### src/rtl/tlc_gs_packer_if.sv
// rtl/tlc_gs_packer_if.sv - pixel input and latch output handshake bundle for tlc_gs_packer
interface tlc_gs_packer_if;
  logic         px_valid;
  logic         px_ready;
  logic [23:0]  px_rgb;
  logic         px_sof;
  logic         ctrl_req;
  logic         lat_valid;
  logic         lat_ready;
  logic [768:0] lat_data;
  logic         lat_is_ctrl;

  modport slave (
    input  px_valid, px_rgb, px_sof, ctrl_req, lat_ready,
    output px_ready, lat_valid, lat_data, lat_is_ctrl
  );

  modport master (
    output px_valid, px_rgb, px_sof, ctrl_req, lat_ready,
    input  px_ready, lat_valid, lat_data, lat_is_ctrl
  );
endinterface

### src/rtl/tlc_gs_packer.sv
// rtl/tlc_gs_packer.sv - double-banked RGB to 769-bit TLC latch packer; TLC_CTRL_INIT_EN queues a control latch at reset
module tlc_gs_packer #(
  parameter logic [6:0] DC_VAL = 7'd127,
  parameter logic [2:0] MC_R   = 3'd0,
  parameter logic [2:0] MC_G   = 3'd0,
  parameter logic [2:0] MC_B   = 3'd0,
  parameter logic [6:0] BC_R   = 7'd127,
  parameter logic [6:0] BC_G   = 7'd127,
  parameter logic [6:0] BC_B   = 7'd127,
  parameter logic [4:0] FC_VAL = 5'b11111
) (
  input logic            CLK_10M,
  input logic            Reset,
  tlc_gs_packer_if.slave bus
);

`ifdef TLC_CTRL_INIT_EN
  localparam logic PEND_INIT = 1'b1;
`else
  localparam logic PEND_INIT = 1'b0;
`endif

  logic [767:0] bank [2];
  logic [1:0]   full;
  logic [3:0]   wcnt;
  logic         wb;
  logic         rb;
  logic         pend;
  logic         lat_valid_q;
  logic         lat_is_ctrl_q;
  logic [768:0] lat_data_q;
  logic [768:0] ctrl_word;
  logic [3:0]   ch;
  logic [9:0]   base;
  logic [47:0]  px_gs;
  logic         acc;

  assign bus.px_ready    = !full[wb];
  assign bus.lat_valid   = lat_valid_q;
  assign bus.lat_is_ctrl = lat_is_ctrl_q;
  assign bus.lat_data    = lat_data_q;

  assign acc   = bus.px_valid && bus.px_ready;
  assign ch    = bus.px_sof ? 4'd0 : wcnt;
  assign base  = 10'(ch) * 10'd48;
  assign px_gs = {bus.px_rgb[7:0],   bus.px_rgb[7:0],
                  bus.px_rgb[15:8],  bus.px_rgb[15:8],
                  bus.px_rgb[23:16], bus.px_rgb[23:16]};

  always_comb begin
    ctrl_word = '0;
    for (int i = 0; i < 48; i++) begin
      ctrl_word[7*i +: 7] = DC_VAL;
    end
    ctrl_word[338:336] = MC_R;
    ctrl_word[341:339] = MC_G;
    ctrl_word[344:342] = MC_B;
    ctrl_word[351:345] = BC_R;
    ctrl_word[358:352] = BC_G;
    ctrl_word[365:359] = BC_B;
    ctrl_word[370:366] = FC_VAL;
    ctrl_word[768]     = 1'b1;
  end

  // Channel 0 wipes the whole bank so stale or discarded channels read as zero.
  always_ff @(posedge CLK_10M or posedge Reset) begin
    if (Reset) begin
      bank[0] <= '0;
      bank[1] <= '0;
    end else if (acc) begin
      if (ch == 4'd0) begin
        bank[wb] <= {720'd0, px_gs};
      end else begin
        bank[wb][base +: 48] <= px_gs;
      end
    end
  end

  always_ff @(posedge CLK_10M or posedge Reset) begin
    if (Reset) begin
      full          <= '0;
      wcnt          <= '0;
      wb            <= 1'b0;
      rb            <= 1'b0;
      pend          <= PEND_INIT;
      lat_valid_q   <= 1'b0;
      lat_is_ctrl_q <= 1'b0;
      lat_data_q    <= '0;
    end else begin
      if (lat_valid_q) begin
        if (bus.lat_ready) begin
          lat_valid_q <= 1'b0;
          if (lat_is_ctrl_q) begin
            pend <= 1'b0;
          end else begin
            full[rb] <= 1'b0;
            rb       <= ~rb;
          end
        end
      end else if (pend) begin
        lat_valid_q   <= 1'b1;
        lat_is_ctrl_q <= 1'b1;
        lat_data_q    <= ctrl_word;
      end else if (full[rb]) begin
        lat_valid_q   <= 1'b1;
        lat_is_ctrl_q <= 1'b0;
        lat_data_q    <= {1'b0, bank[rb]};
      end

      // A request landing on the control handshake edge survives the clear above.
      if (bus.ctrl_req) begin
        pend <= 1'b1;
      end

      if (acc) begin
        wcnt <= bus.px_sof ? 4'd1 : wcnt + 4'd1;
        if (ch == 4'd15) begin
          full[wb] <= 1'b1;
          wb       <= ~wb;
        end
      end
    end
  end

endmodule

### src/flat_wrapper.sv
// flat-port wrapper written by rule: the top's interface ports become plain ports
module tlc_gs_packer_flat 
#(
  parameter logic [6:0] DC_VAL = 7'd127,
  parameter logic [2:0] MC_R   = 3'd0,
  parameter logic [2:0] MC_G   = 3'd0,
  parameter logic [2:0] MC_B   = 3'd0,
  parameter logic [6:0] BC_R   = 7'd127,
  parameter logic [6:0] BC_G   = 7'd127,
  parameter logic [6:0] BC_B   = 7'd127,
  parameter logic [4:0] FC_VAL = 5'b11111
)
  (CLK_10M, Reset, bus_px_valid, bus_px_rgb, bus_px_sof, bus_ctrl_req, bus_lat_ready, bus_px_ready, bus_lat_valid, bus_lat_data, bus_lat_is_ctrl);
  tlc_gs_packer_if bus_i ();
  input logic CLK_10M;
  input logic Reset;
  input wire logic [$bits(bus_i.px_valid)-1:0] bus_px_valid;
  input wire logic [$bits(bus_i.px_rgb)-1:0] bus_px_rgb;
  input wire logic [$bits(bus_i.px_sof)-1:0] bus_px_sof;
  input wire logic [$bits(bus_i.ctrl_req)-1:0] bus_ctrl_req;
  input wire logic [$bits(bus_i.lat_ready)-1:0] bus_lat_ready;
  output wire logic [$bits(bus_i.px_ready)-1:0] bus_px_ready;
  output wire logic [$bits(bus_i.lat_valid)-1:0] bus_lat_valid;
  output wire logic [$bits(bus_i.lat_data)-1:0] bus_lat_data;
  output wire logic [$bits(bus_i.lat_is_ctrl)-1:0] bus_lat_is_ctrl;
  assign bus_i.px_valid = bus_px_valid;
  assign bus_i.px_rgb = bus_px_rgb;
  assign bus_i.px_sof = bus_px_sof;
  assign bus_i.ctrl_req = bus_ctrl_req;
  assign bus_i.lat_ready = bus_lat_ready;
  assign bus_px_ready = bus_i.px_ready;
  assign bus_lat_valid = bus_i.lat_valid;
  assign bus_lat_data = bus_i.lat_data;
  assign bus_lat_is_ctrl = bus_i.lat_is_ctrl;
  tlc_gs_packer #(.DC_VAL(DC_VAL), .MC_R(MC_R), .MC_G(MC_G), .MC_B(MC_B), .BC_R(BC_R), .BC_G(BC_G), .BC_B(BC_B), .FC_VAL(FC_VAL)) u_core (.CLK_10M(CLK_10M), .Reset(Reset), .bus(bus_i));
endmodule
### config.mk
export PLATFORM = sky130hd
export DESIGN_NAME = tlc_gs_packer_flat
export DESIGN_NICKNAME = d
export VERILOG_FILES = /design/src/rtl/tlc_gs_packer_if.sv /design/src/rtl/tlc_gs_packer.sv /design/src/flat_wrapper.sv
export SDC_FILE = /design/constraint.sdc
export NUM_CORES = 2
export LEC_CHECK = 0
export CAP_MARGIN = 20
export CORE_MARGIN = 2
export CORE_UTILIZATION = 39
export CTS_CLUSTER_DIAMETER = 50
export CTS_CLUSTER_SIZE = 8
export DETAILED_ROUTE_END_ITERATION = 10
export GPL_TIMING_DRIVEN = 0
export SLEW_MARGIN = 20
export SYNTH_ARGS = -nofsm -noshare
export SYNTH_HDL_FRONTEND = slang
export SYNTH_SLANG_ARGS = --single-unit
export TNS_END_PERCENT = 1
### constraint.sdc
create_clock -name CLK_10M -period 40.9 [get_ports CLK_10M]
set_clock_uncertainty 0.2 [all_clocks]
set_input_delay 8.18 -clock CLK_10M [delete_from_list [all_inputs] [get_ports CLK_10M]]
set_output_delay 8.18 -clock CLK_10M [all_outputs]
set_load 0.02 [all_outputs]
Yosys cells after proc, flatten, opt, wreduce, memory -nomap -nowiden
Cells that the tools add are included.

word-level totals
  bits in registers = 2316
  output and inout port bits = 772
  bits of input ports = 30
  logic and storage cells = 83

operators by class
  bitwise operators = 9
  reduce and logical (&&, ||, !) cells = 14
  equal/unequal tests = 1
  $mul = 1
  shift operators = 2
  muxes and demuxes = 37
  $lt $le $gt $ge = 7
  add/subtract/negate cells = 2

operators with widths
  kind                                                        count
  two-way mux 768 bit                                         5
  bitwise mux 1536 bit                                        2
  two-way mux 769 bit                                         2
  demux 768 bit (select 1 bit)                                2
  two-way mux 1536 bit                                        1
  variable shift 48 x 12 -> 768 bit, first input constant     1
  indexed part select 48 x 12 -> 768 bit                      1
  two-way mux 1 bit                                           16
  negator 10 -> 12 bit                                        1
  two-way mux 2 bit                                           5
  two-way mux 4 bit                                           2
  nonzero test 2 bit                                          4
  multiplier 4 x 2 -> 6 bit, second input constant            1
  AND reduction 3 bit                                         2
  adder 4 x 1 -> 4 bit, second input constant                 1
  equality test 4 bit, second input constant                  1
  greater-or-equal comparator 2 bit, second input constant    2
  logical AND 1 bit                                           4
  logical NOT 4 bit                                           1
  less-than comparator 1 x 2 -> 1 bit, second input constant  2
  NOT 1 bit                                                   4
  NOT 1 -> 2 bit                                              2
  AND reduction 2 bit                                         2
  bitwise AND 2 bit                                           1
  other kinds (6)                                             8

Logic depth before layout (Yosys ltp)
  word-level depth = 12
  gate-level depth with buffers = 19
  gate-level depth less buffers = 13

Least setup slack after synthesis
Ideal clock, no wire load.

  path kind = input port to flip-flop
  start point = in bus_px_sof
  end point = reg u_core.bank[1320] (netlist name)
  slack = 28635 ps
  data required time = 40633 ps
  buffers on the path = 4
  library setup time = 67 ps
  stages = 16
  arrival time = 11998 ps
  cell sequence = nand2b_1 -> buf_2 -> inv_1 -> buf_2 -> clkbuf_1 -> ha_1 -> buf_4 -> xnor2_2 -> inv_2 -> or3_4 -> a211oi_4 -> mux2_2 -> o32ai_1 -> nand4_1 -> nor3_1 -> a22o_1

between the ends
  cells in the longest elaborated chain, start to end = 8
  elaborated cells on any way between the ends = 10
  those cells by class = 1 x add/sub; 1 x mul; 2 x shift; 5 x mux; 1 x reduce/logical

RTL lines
  element                                    line                 RTL
  start, declared                            flat_wrapper.sv:19   input wire logic [$bits(bus_i.px_sof)-1:0] bus_px_sof;
  two-way mux 4 bit (*)                      tlc_gs_packer.sv:44  assign ch = bus.px_sof ? 4'd0 : wcnt;
  multiplier 4 x 2 -> 6 bit                  tlc_gs_packer.sv:45  assign base = 10'(ch) * 10'd48;
  negator 10 -> 12 bit                       tlc_gs_packer.sv:74  bank[wb][base +: 48] <= px_gs;
  variable shift 48 x 12 -> 768 bit          tlc_gs_packer.sv:74
  two-way mux 768 bit (not written as such)  tlc_gs_packer.sv:74
  demux 768 bit (select 1 bit)               tlc_gs_packer.sv:74
  bitwise mux 1536 bit                       tlc_gs_packer.sv:74
  two-way mux 1536 bit (*)                   tlc_gs_packer.sv:71  if (ch == 4'd0) begin
  end signal, assigned by index              tlc_gs_packer.sv:72  bank[wb] <= {720'd0, px_gs};
  end signal, assigned by index              tlc_gs_packer.sv:74
  end, declared                              tlc_gs_packer.sv:23  logic [767:0] bank [2];

Mark *: on every way between the ends. The rest lies on a longest branch, timed or not.
A chain may end at the register's enable or synchronous reset.

Worst setup path after layout
  start point = in bus_px_sof
  end point = reg u_core.bank[601] (netlist name)

The elaborated chain is that of the path after synthesis.

==> metrics.txt <==
outcome finished clean; Mapped Avg Cell Area 10.9 um2; Psw 1.47 mW; P_leak 30.3 nW; CTS sink cnt 1173; ys async rst share 100%; Final Util 51.4%; Hold Path Class register to register; cts-stage hold buffer count 0; Worst-Skew Late Latency 780 ps; TritonCTS clock tree done; total CTS buffers 171; clock network power share 32.9%; Post-synth EDFFs 0; CP Max Fanout 12; Yosys reg bits 1173; worst slew pin tran 1320 ps; minimum clock period 14620 ps; Post-Syn Area 53400 um2; largest net degree at the start of global routing 36; final slew viol count 0; Critical Path AT 15110 ps; initial antenna violation count 18; Pre-Repair DR Iteration Count 9; RD Place Congestion 1.04; via count 45800; Die Ht 374 um; total track usage 31.2%; most common cell after layout, fill and taps aside dfrtp_1; grt total ovfl 0; layout cells sized above 1 13.5%; PnR Total Power 3.97 mW; I/O pin cnt 802; Final #Nets 5976; f_max 0.0684 GHz; Fin. Hold Viols 0; clock tree root buffer cell clkbuf_16; Pint 2.49 mW; setup ws final 26280 ps; Resized Gates After CTS 0; Filler cells 12300; Worst-path clk slew 50 ps; YS warnings 0; placed insts 7541; postcts setup bufs 0; Bufs on Longest Clock Path 3; CP startpoint kind input port; crit path kind input port to register; number of global-route vias before repair 45300; synth unique cells 79; RSZ-0062 raised after global routing false; Worst Setup End Kind register; wire length per cell 28.6 um; Core Region 136000 um2; Layout Area Growth over Synthesis 30.6%; Critical Path RT 41380 ps; WL final 222 mm; MaxCap Viol Count 0; most frequent cells in the layout dfrtp_1, clkdlybuf4s50_1, nand2_1, a22o_1, mux2i_1; post-route cell area 69700 um2; Antenna Violating Nets Remaining 0; Via-to-Cell Ratio 5.90; DRT iter0 DRCs 4880; Placed Area 64800 um2; dpl ws 25650 ps; global-route wire length before repair 321 mm; post-synthesis net count 4949; die area 140000 um2; DRC Markers 0; Main synth FF type dfrtp_1; Sum Neg Setup Slack 0 ps; power density over cell area 56.9 nW/um2; non-filler cells, final 7765; WHS 269 ps; hpwl dp 169 mm; final setup fails 0; Gate power share 33.8%; switching share of total power 37.1%; initial core utilization 39.3%; Die W 374 um; H-tree depth 4; fin crit share 35.8%; Sequential Power Share 33.4%; port buffer count 786; # rows 135; max_slew headroom 12.1%; Seq/Total Area, Yosys 55.0%; Gate Count Post-Synth 4908; Max IR drop VDD 35.7 uV
cell families after synthesis:
kind of cell / count (synthesis) / share of synthesized area (%)
buf+inv: 689 / 7.61
xor+xnor: 8 / 0.251
mux: 407 / 7.64
simple gates: 1148 / 8.85
compound gates: 1472 / 20.4
fa+ha+maj: 11 / 0.258
flops: 1173 / 55.0
synthesized netlist by cell type, drive strengths merged (3+ instances only):
| library cell | n | area share (%) |
|---|---|---|
| dfrtp | 1173 | 55 |
| nand2 | 602 | 4.2 |
| a22o | 438 | 7.2 |
| buf | 430 | 5.8 |
| mux2i | 405 | 7.6 |
| nor2 | 376 | 2.7 |
| o21ai | 264 | 2.6 |
| o31ai | 253 | 3.6 |
| clkbuf | 244 | 1.7 |
| a31oi | 209 | 2.5 |
| a21oi | 68 | 0.69 |
| nor3 | 62 | 0.72 |
| o2bb2ai | 58 | 0.95 |
| a22oi | 57 | 0.80 |
| nand3 | 46 | 0.44 |
| o22ai | 32 | 0.39 |
| a32o | 30 | 0.56 |
| and2 | 15 | 0.18 |
| inv | 15 | 0.11 |
| a32oi | 12 | 0.20 |
| nand2b | 12 | 0.14 |
| ha | 11 | 0.26 |
| a21o | 9 | 0.14 |
| nor4 | 8 | 0.11 |
| a31o | 7 | 0.11 |
| a211oi | 6 | 0.13 |
| and3 | 5 | 0.059 |
| nand3b | 5 | 0.070 |
| or2 | 5 | 0.059 |
| xnor2 | 5 | 0.17 |
| a222oi | 4 | 0.075 |
| nand4 | 4 | 0.047 |
| o32ai | 4 | 0.066 |
| a2111oi | 3 | 0.084 |
| a21boi | 3 | 0.056 |
| o21a | 3 | 0.042 |
| xor2 | 3 | 0.084 |
metal layers:
layer  share of wire [%]  vias to the layer above  GRT usage [%]
li1                    -                    19600              -
met3                 9.7                      537           8.91
met2                  45                     2388           48.1
met4                 5.0                       20           14.7
met1                  40                    23300           40.4
met5               0.054                        -              0
flip-flops by register name, indices dropped and copies added, names as in the netlist:
register / count
u_core.bank: 768
u_core.bus.lat_data: 394
u_core.wcnt: 4
u_core.full: 2
u_core.bus.lat_is_ctrl: 1
u_core.bus.lat_valid: 1
u_core.pend: 1
u_core.rb: 1
u_core.wb: 1
power by group through the flow:
| stage | Combinational, mW | Sequential (mW) | Clock, mW |
|---|---|---|---|
| floorplan | 0.664 | 1.38 | 0 |
| global placement | 1.28 | 1.35 | 0 |
| detailed placement | 1.31 | 1.34 | 0 |
| CTS | 1.32 | 1.33 | 1.32 |
| global route | 1.39 | 1.33 | 1.37 |
| finish | 1.34 | 1.32 | 1.30 |
worst max-delay path, stage by stage:
cell and delay [ps]:
clkdlybuf4s50_1 580, nand2b_1 240, buf_2 220, inv_1 260, buf_2 400, clkbuf_1 740, ha_1 380, buf_4 170
a21o_4 250, a21oi_2 400, nand3_1 370, o22ai_1 430, nor2_1 230, clkbuf_2 410, nor2_1 960, nand2_1 530
o22ai_1 320
worst paths after layout:
| path | slack (ps) | endpoint | depth (start not counted) | startpoint |
|---|---|---|---|---|
| setup / recovery | 26280 | u_core.bank[601] | 17 | bus_px_sof |
| hold / removal | 270 | u_core.bank[1321] | 2 | u_core.bank[1321] |
| setup reg to reg | 33880 | u_core.bank[601] | 16 | u_core.wcnt[1] |
| hold reg to reg | 270 | u_core.bank[1321] | 2 | u_core.bank[1321] |
| max in group asynchronous | 30260 | u_core.bus.lat_data[317] | 11 | Reset |
| min in group asynchronous | 7690 | u_core.bus.lat_data[428] | 2 | Reset |
final cells by class:
class | instances | area (um2) | area share, %
diodes | 12 | 30.0 | 0.0431
repair buffers | 854 | 9050 | 13.0
clock buffers | 186 | 4420 | 6.34
inverters | 15 | 60.1 | 0.0862
multi-input cells | 3046 | 20100 | 28.8
well taps | 1781 | 2230 | 3.20
plain buffers | 674 | 4030 | 5.78
flip-flops and latches | 1173 | 29400 | 42.1
clock inverters | 24 | 438 | 0.628
No activity file was read; power rests on OpenSTA's default activity.
